==> config.mk <==
export PLATFORM = sky130hd
export DESIGN_NAME = nbody_regif
export DESIGN_NICKNAME = d
export VERILOG_FILES = /design/src/rtl/nbody_pkg.sv /design/src/rtl/nbody_rd_pipe.sv /design/src/rtl/nbody_regif.sv
export SDC_FILE = /design/constraint.sdc
export NUM_CORES = 1
export LEC_CHECK = 0
export BUFFER_PORTS_ARGS = -buffer_cell sky130_fd_sc_hd__buf_2
export CAP_MARGIN = 20
export CORE_UTILIZATION = 45
export DETAILED_ROUTE_END_ITERATION = 10
export GPL_TIMING_DRIVEN = 0
export PLACE_DENSITY_LB_ADDON = 0.12
export SYNTH_ARGS = -nofsm -noshare
export SYNTH_HDL_FRONTEND = slang
export SYNTH_HIERARCHICAL = 1
export SYNTH_SLANG_ARGS = --single-unit
==> constraint.sdc <==
create_clock -name clk -period 1.77 [get_ports clk]
set_input_delay 0.354 -clock clk [delete_from_list [all_inputs] [get_ports clk]]
set_output_delay 0.354 -clock clk [all_outputs]
set_load 0.05 [all_outputs]
==> src/rtl/nbody_pkg.sv <==
// Shared definitions for the n-body register interface.
// Holds bus select codes, body field encodings, FSM states and address width.
package nbody_pkg;

   localparam int unsigned BODY_ADDR_WIDTH = 9;
   localparam int unsigned DataWidth       = 64;

   // Write selects
   localparam logic [6:0] SelGo      = 7'h00;
   localparam logic [6:0] SelRead    = 7'h01;
   localparam logic [6:0] SelNBodies = 7'h02;
   localparam logic [6:0] SelX       = 7'h03;
   localparam logic [6:0] SelY       = 7'h04;
   localparam logic [6:0] SelM       = 7'h05;
   localparam logic [6:0] SelVx      = 7'h06;
   localparam logic [6:0] SelVy      = 7'h07;
   localparam logic [6:0] SelGap     = 7'h08;

   // Read selects
   localparam logic [6:0] SelDone    = 7'h40;
   localparam logic [6:0] SelReadX   = 7'h41;
   localparam logic [6:0] SelReadY   = 7'h42;
   localparam logic [6:0] SelErrCnt  = 7'h43;

   typedef enum logic [2:0] {
      FieldX  = 3'd0,
      FieldY  = 3'd1,
      FieldM  = 3'd2,
      FieldVx = 3'd3,
      FieldVy = 3'd4
   } field_e;

   typedef enum logic [1:0] {
      StIdle = 2'd0,
      StRun  = 2'd1,
      StDone = 2'd2
   } state_e;

   function automatic field_e sel_to_field(input logic [6:0] sel);
      case (sel)
         SelY:    return FieldY;
         SelM:    return FieldM;
         SelVx:   return FieldVx;
         SelVy:   return FieldVy;
         default: return FieldX;
      endcase
   endfunction

endpackage

==> src/rtl/nbody_rd_pipe.sv <==
// Two-stage read-return pipeline: stage 1 issues the core read, stage 2 lands readdata.
// Each slot carries a valid bit, a core/immediate tag and the immediate value.
module nbody_rd_pipe
   import nbody_pkg::*;
#(
   parameter int unsigned IdxWidth = 9
) (
   input  logic                 clk,
   input  logic                 rst,
   input  logic                 req_valid,
   input  logic                 req_core,
   input  logic                 req_sel,
   input  logic [IdxWidth-1:0]  req_idx,
   input  logic [DataWidth-1:0] req_imm,
   output logic                 rd_en,
   output logic                 rd_sel,
   output logic [IdxWidth-1:0]  rd_idx,
   input  logic [DataWidth-1:0] rd_data,
   output logic [DataWidth-1:0] readdata
);

   logic                 s1_valid_q;
   logic                 s1_core_q;
   logic                 s1_sel_q;
   logic [IdxWidth-1:0]  s1_idx_q;
   logic [DataWidth-1:0] s1_imm_q;
   logic                 s2_valid_q;
   logic                 s2_core_q;
   logic [DataWidth-1:0] s2_imm_q;
   logic [DataWidth-1:0] readdata_q;

   always_ff @(posedge clk) begin
      if (rst) begin
         s1_valid_q <= 1'b0;
         s1_core_q  <= 1'b0;
         s1_sel_q   <= 1'b0;
         s1_idx_q   <= '0;
         s1_imm_q   <= '0;
         s2_valid_q <= 1'b0;
         s2_core_q  <= 1'b0;
         s2_imm_q   <= '0;
         readdata_q <= '0;
      end else begin
         s1_valid_q <= req_valid;
         s1_core_q  <= req_valid & req_core;
         s1_sel_q   <= req_sel;
         s1_idx_q   <= req_idx;
         s1_imm_q   <= req_imm;
         s2_valid_q <= s1_valid_q;
         s2_core_q  <= s1_core_q;
         s2_imm_q   <= s1_imm_q;
         // Core data arrives one cycle after rd_en, aligned with stage 2.
         if (s2_valid_q) begin
            readdata_q <= s2_core_q ? rd_data : s2_imm_q;
         end
      end
   end

   assign rd_en    = s1_valid_q & s1_core_q;
   assign rd_sel   = s1_sel_q;
   assign rd_idx   = s1_idx_q;
   assign readdata = readdata_q;

endmodule

==> src/rtl/nbody_regif.sv <==
// Avalon-MM register interface for the n-body core: body writes, run control, position reads.
// Define NBODY_REGIF_ERRCNT_EN to add a dropped-write counter readable at select 0x43.
module nbody_regif #(
   parameter int unsigned BODY_ADDR_WIDTH = nbody_pkg::BODY_ADDR_WIDTH,
   parameter int unsigned MAX_BODIES      = 512
) (
   input  logic                       clk,
   input  logic                       rst,
   input  logic                       chipselect,
   input  logic                       read,
   input  logic                       write,
   input  logic [15:0]                addr,
   input  logic [63:0]                writedata,
   output logic [63:0]                readdata,
   output logic                       wr_en,
   output logic [2:0]                 wr_field,
   output logic [BODY_ADDR_WIDTH-1:0] wr_idx,
   output logic [63:0]                wr_data,
   output logic                       rd_en,
   output logic                       rd_sel,
   output logic [BODY_ADDR_WIDTH-1:0] rd_idx,
   input  logic [63:0]                rd_data,
   output logic [BODY_ADDR_WIDTH:0]   n_bodies,
   output logic [31:0]                gap,
   output logic                       core_start,
   output logic                       core_freeze,
   input  logic                       core_done
);

   import nbody_pkg::*;

   localparam int unsigned NbW = BODY_ADDR_WIDTH + 1;

   logic [6:0]                 sel;
   logic [BODY_ADDR_WIDTH-1:0] idx;
   logic                       wr_acc;
   logic                       rd_acc;
   logic                       in_run;
   logic                       idx_ok;
   logic                       is_field;
   logic                       field_acc;
   logic                       go_wr;
   logic [NbW-1:0]             nb_sat;

   state_e                     state_q, state_d;
   logic                       start_q, start_d;
   logic                       wr_en_q;
   logic [2:0]                 wr_field_q;
   logic [BODY_ADDR_WIDTH-1:0] wr_idx_q;
   logic [63:0]                wr_data_q;
   logic [NbW-1:0]             n_bodies_q;
   logic [31:0]                gap_q;
   logic                       freeze_q;

   logic                       req_core;
   logic                       req_sel;
   logic [63:0]                req_imm;

   assign sel    = addr[15:9];
   assign idx    = addr[BODY_ADDR_WIDTH-1:0];
   // Write has priority over a simultaneous read.
   assign wr_acc = chipselect & write;
   assign rd_acc = chipselect & read & ~write;
   assign in_run = (state_q == StRun);
   assign go_wr  = wr_acc && (sel == SelGo);

   if (MAX_BODIES >= (1 << BODY_ADDR_WIDTH)) begin : g_idx_full
      assign idx_ok = 1'b1;
   end else begin : g_idx_lim
      assign idx_ok = (32'(idx) < MAX_BODIES);
   end

   assign is_field  = wr_acc && (sel >= SelX) && (sel <= SelVy);
   assign field_acc = is_field && idx_ok && !in_run;
   assign nb_sat    = (writedata > 64'(MAX_BODIES)) ? NbW'(MAX_BODIES) : writedata[NbW-1:0];

   always_comb begin
      state_d = state_q;
      start_d = 1'b0;
      unique case (state_q)
         StIdle: begin
            if (go_wr && writedata[0] && (n_bodies_q != '0)) begin
               state_d = StRun;
               start_d = 1'b1;
            end
         end
         StRun: begin
            if (core_done) begin
               state_d = StDone;
            end
         end
         StDone: begin
         end
         default: state_d = StIdle;
      endcase
      // GO=0 aborts from any state and overrides a coincident core_done.
      if (go_wr && !writedata[0]) begin
         state_d = StIdle;
         start_d = 1'b0;
      end
   end

   always_ff @(posedge clk) begin
      if (rst) begin
         state_q    <= StIdle;
         start_q    <= 1'b0;
         wr_en_q    <= 1'b0;
         wr_field_q <= '0;
         wr_idx_q   <= '0;
         wr_data_q  <= '0;
         n_bodies_q <= '0;
         gap_q      <= '0;
         freeze_q   <= 1'b0;
      end else begin
         state_q <= state_d;
         start_q <= start_d;
         wr_en_q <= field_acc;
         if (field_acc) begin
            wr_field_q <= sel_to_field(sel);
            wr_idx_q   <= idx;
            wr_data_q  <= writedata;
         end
         if (wr_acc && (sel == SelNBodies) && !in_run) begin
            n_bodies_q <= nb_sat;
         end
         if (wr_acc && (sel == SelGap) && !in_run) begin
            gap_q <= writedata[31:0];
         end
         if (wr_acc && (sel == SelRead)) begin
            freeze_q <= writedata[0];
         end
      end
   end

`ifdef NBODY_REGIF_ERRCNT_EN
   logic        drop;
   logic [15:0] errcnt_q;

   assign drop = (is_field && !field_acc) ||
                 (wr_acc && in_run && ((sel == SelNBodies) || (sel == SelGap)));

   always_ff @(posedge clk) begin
      if (rst) begin
         errcnt_q <= '0;
      end else if (wr_acc && (sel == SelErrCnt)) begin
         errcnt_q <= '0;
      end else if (drop && (errcnt_q != 16'hffff)) begin
         errcnt_q <= errcnt_q + 16'd1;
      end
   end
`endif

   // Position reads go to the core unless it is running unfrozen; everything else is immediate.
   always_comb begin
      req_core = 1'b0;
      req_sel  = 1'b0;
      req_imm  = '0;
      case (sel)
         SelReadX, SelReadY: begin
            req_sel  = (sel == SelReadY);
            req_core = !in_run || freeze_q;
         end
         SelDone: req_imm = {63'b0, state_q == StDone};
`ifdef NBODY_REGIF_ERRCNT_EN
         SelErrCnt: req_imm = {48'b0, errcnt_q};
`endif
         default: begin
         end
      endcase
   end

   nbody_rd_pipe #(
      .IdxWidth (BODY_ADDR_WIDTH)
   ) u_rd_pipe (
      .clk       (clk),
      .rst       (rst),
      .req_valid (rd_acc),
      .req_core  (req_core),
      .req_sel   (req_sel),
      .req_idx   (idx),
      .req_imm   (req_imm),
      .rd_en     (rd_en),
      .rd_sel    (rd_sel),
      .rd_idx    (rd_idx),
      .rd_data   (rd_data),
      .readdata  (readdata)
   );

   assign wr_en       = wr_en_q;
   assign wr_field    = wr_field_q;
   assign wr_idx      = wr_idx_q;
   assign wr_data     = wr_data_q;
   assign n_bodies    = n_bodies_q;
   assign gap         = gap_q;
   assign core_start  = start_q;
   assign core_freeze = freeze_q;

endmodule
==> summary.md <==
| Metric | Value |
|---|---|
| Max-slew violation count | 0 |
| Status | completed |
| IO Count | 346 |
| CP Capture Type | flop |
| Count leader, synth | dfxtp_1 |
| Cell chain of the critical path | buf_2 -> nor4_1 -> nand4_1 -> or4_1 -> buf_6 -> o221a_1 |
| Post-Place Cells | 1875 |
| RSZ-0062 raised after global routing | false |
| DP HPWL | approximately 24000 microns |
| Place WS | -0.576 ns |
| Asr flop ratio synth | 0 |
| Post-synth EDFFs | 0 |
| Worst EP arrival | 2.11 ns |
| Leakage power | 6.59 nW |
| Layout Skew | around 0.014 ns |
| Crit share post-route | 0.972 |
| H-tree depth | 2 |
| Vias/cell | 4.97 |
| CTS tree | done |
| WS Path Type | in -> reg |
| Total global-route track usage | 0.232 |
| Placer Congestion | between 0.8 and 0.9 |
| Final instance area | roughly 15000 sq um |
| Antenna-violating nets left | 0 |
| Die X | around 160 microns |
| Worst path slowest cell | or4_1 |
| Final core occ | 0.603 |
| Fin. Hold Viols | 0 |
| Worst Path Buf+Inv | 2 |
| Clock sink total | 329 |
| Power after layout | roughly 0.016 W |
| Share of layout cells above drive strength 1 | 0.323 |
| Global-route wire length before repair | around 49000 microns |
| Number of global-route vias before repair | 9223 |
| Nets | between 1500 and 2000 |
| Max frequency | ~580 MHz |
| Synth unique cells | 37 |
| Post-Layout Cell Count | 1936 |
| Max-cap check violation count | 0 |
| Max FO, Critical Path | 10 |
| Clk slew on worst S/H paths | roughly 0.060 ns |
| DRT met1 WL | 13100 microns |
| Placeable Area | about 25000 sq um |
| Worst path max stage delay | 0.64 ns |
| Yosys warns | 6 |
| Cts bufs inserted | 35 |
| Prevailing post-synth register cell | dfxtp_1 |
| Family with the most delay on the worst path | simple AND/OR/NAND/NOR gates |
| Worst skew pair latency | about 0.50 ns |
| DRC errors left | 0 |
| Worst path required time | ~2.2 ns |
| Maximum VDD drop | 0.734 mV |
| CTS Hold Buffers Added | 0 |
| Die ar. | around 27000 sq um |
| # fillers | ~2200 |
| Dpl cell area | between 10000 and 15000 sq um |
| Hold Crit Class | in -> reg |
| Worst slew margin | 0.507 |
| Highest routed layer | met5 |
| Drt pass-1 iters | 4 |
| # port buffers | ~340 |
| Setup crit start kind | input port |
| Initial antenna violation count | 2 |
| Final worst slack | 0.0493 ns |
| Top-area cell type share of the netlist area | 0.557 |
| Worst Tran Pin Value | roughly 0.74 ns |
| Power Dens Cells | 1030 nW/um^2 |
| Wire length on met3 | around 2300 microns |
| Syn Area/Cell | 10.4 sq um |
| Register area | roughly 6600 sq um |
| Layout overhead on the synthesized area | 29.8% |
| Initial Util | 0.464 |
| Violation count after the first detailed-route iteration | 516 |
| Area occupied by multi-input gates | roughly 4900 sq um |
| Largest area contributor in the netlist | dfxtp_1 |
| Total grt overflow | 0 |
| DR vias | ~9600 |
| Register area share after synthesis | 0.557 |
| Final Setup Violations | 0 |
| WL final | 32000 microns |
| DR WL/cell | between 15 and 20 microns |
| Fin crit period | approximately 1.7 ns |
| Standard-cell rows | 58 |
| CTS root buffer | clkbuf_16 |
| Clock buffer depth | 3 |
| Largest net degree at the start of global routing | 14 |
| Cell Area, Synth | around 12000 sq um |
| Commonest cells in the netlist | 329 x dfxtp_1, 142 x nor2b_1, 106 x nor2_1, 97 x mux2i_1, 83 x nand3_1 |
| Gate Count Post-Synth | approximately 1100 |
| #FFs+latches synth | 329 |
| Routed wl met2 | approximately 16000 microns |
| Chip height | ~160 microns |
| Synth area leaders | dfxtp_1 56%, mux2i_1 8.2%, nor2b_1 7.5% |
[placed cells by master, fill, tap and decap left out, types with 37 or more instances in the layout]
cell         n
a211oi_2    60
a21oi_1     77
buf_2      385
clkbuf_1    45
clkbuf_16   37
conb_1      63
dfxtp_1    329
mux2i_1     97
nand3_1     82
nor2_1     106
nor2b_1    142
o21ai_0     58
[sequential cells by signal (all words and copies together), names as in the netlist, 2 cells and up]
signal,count
state_q,2
wr_field,3
u_rd_pipe/s2_imm_q,64
u_rd_pipe/rd_idx,9
wr_data,64
u_rd_pipe/s1_imm_q,64
n_bodies,10
u_rd_pipe/readdata,64
gap,32
wr_idx,9
[cell type report]
class / count / area share
multi-input cells: 774 / 0.322
inverters: 3 / 0.000733
repair buffers: 344 / 0.112
clock inverters: 4 / 0.00293
plain buffers: 96 / 0.0359
clock buffers: 55 / 0.0699
flip-flops and latches: 329 / 0.429
well taps: 330 / 0.0269
diodes: 1 / 0.000163
[path summary, 6_finish.rpt]
check | from | endpoint | slack, ns | cells past startpoint
min | core_done | state_q[0] | 0.07 | 2
max | writedata[14] | n_bodies[9] | 0.05 | 6
max reg2reg | state_q[1] | wr_data[38] | 0.14 | 5
min reg2reg | u_rd_pipe/s1_imm_q[58] | u_rd_pipe/s2_imm_q[58] | 0.43 | 1
[report_power, final]
part           switching, W  internal (W)  leakage (nW)  total (W)
clock network       0.00280       0.00429         0.551    0.00709
logic              0.000707      0.000349          3.36    0.00106
registers         0.0000526       0.00759          2.68    0.00765
total               0.00356        0.0122          6.59     0.0158
[timing repair]
action,CTS,global route
endpoints found under the hold margin,0,0
resized for setup,7,7
setup buffers,0,2
setup endpoints to repair,49,80
[stage by stage]
stage                     hold slack (ns)  setup TNS (ns)
after floorplan                     0.414               0
after global placement              0.417          -23.28
after detailed placement            0.420          -25.66
after CTS                          0.0489               0
after global routing               0.0671               0
final                              0.0692               0
[logic make-up (layout without fill, tap and decap cells)]
group                     after synthesis  count (layout)  share of synthesized area
buffers and inverters                 100             502                     0.0462
AOI/OAI and AO/OA                     231             231                      0.142
and+or+nand+nor                       382             382                      0.172
muxes                                  97              97                     0.0821
xor gates and xnor gates                1               1                   0.000740
other                                   1              64                   0.000317
DFF                                   329             329                      0.557
[routing by layer]
layer  vias up  track usage
li1       4769            -
met1      4451        0.275
met2       334        0.400
met3        68       0.0591
met4         2       0.0901
met5         -            0
Power figures use the tool's default switching activity.
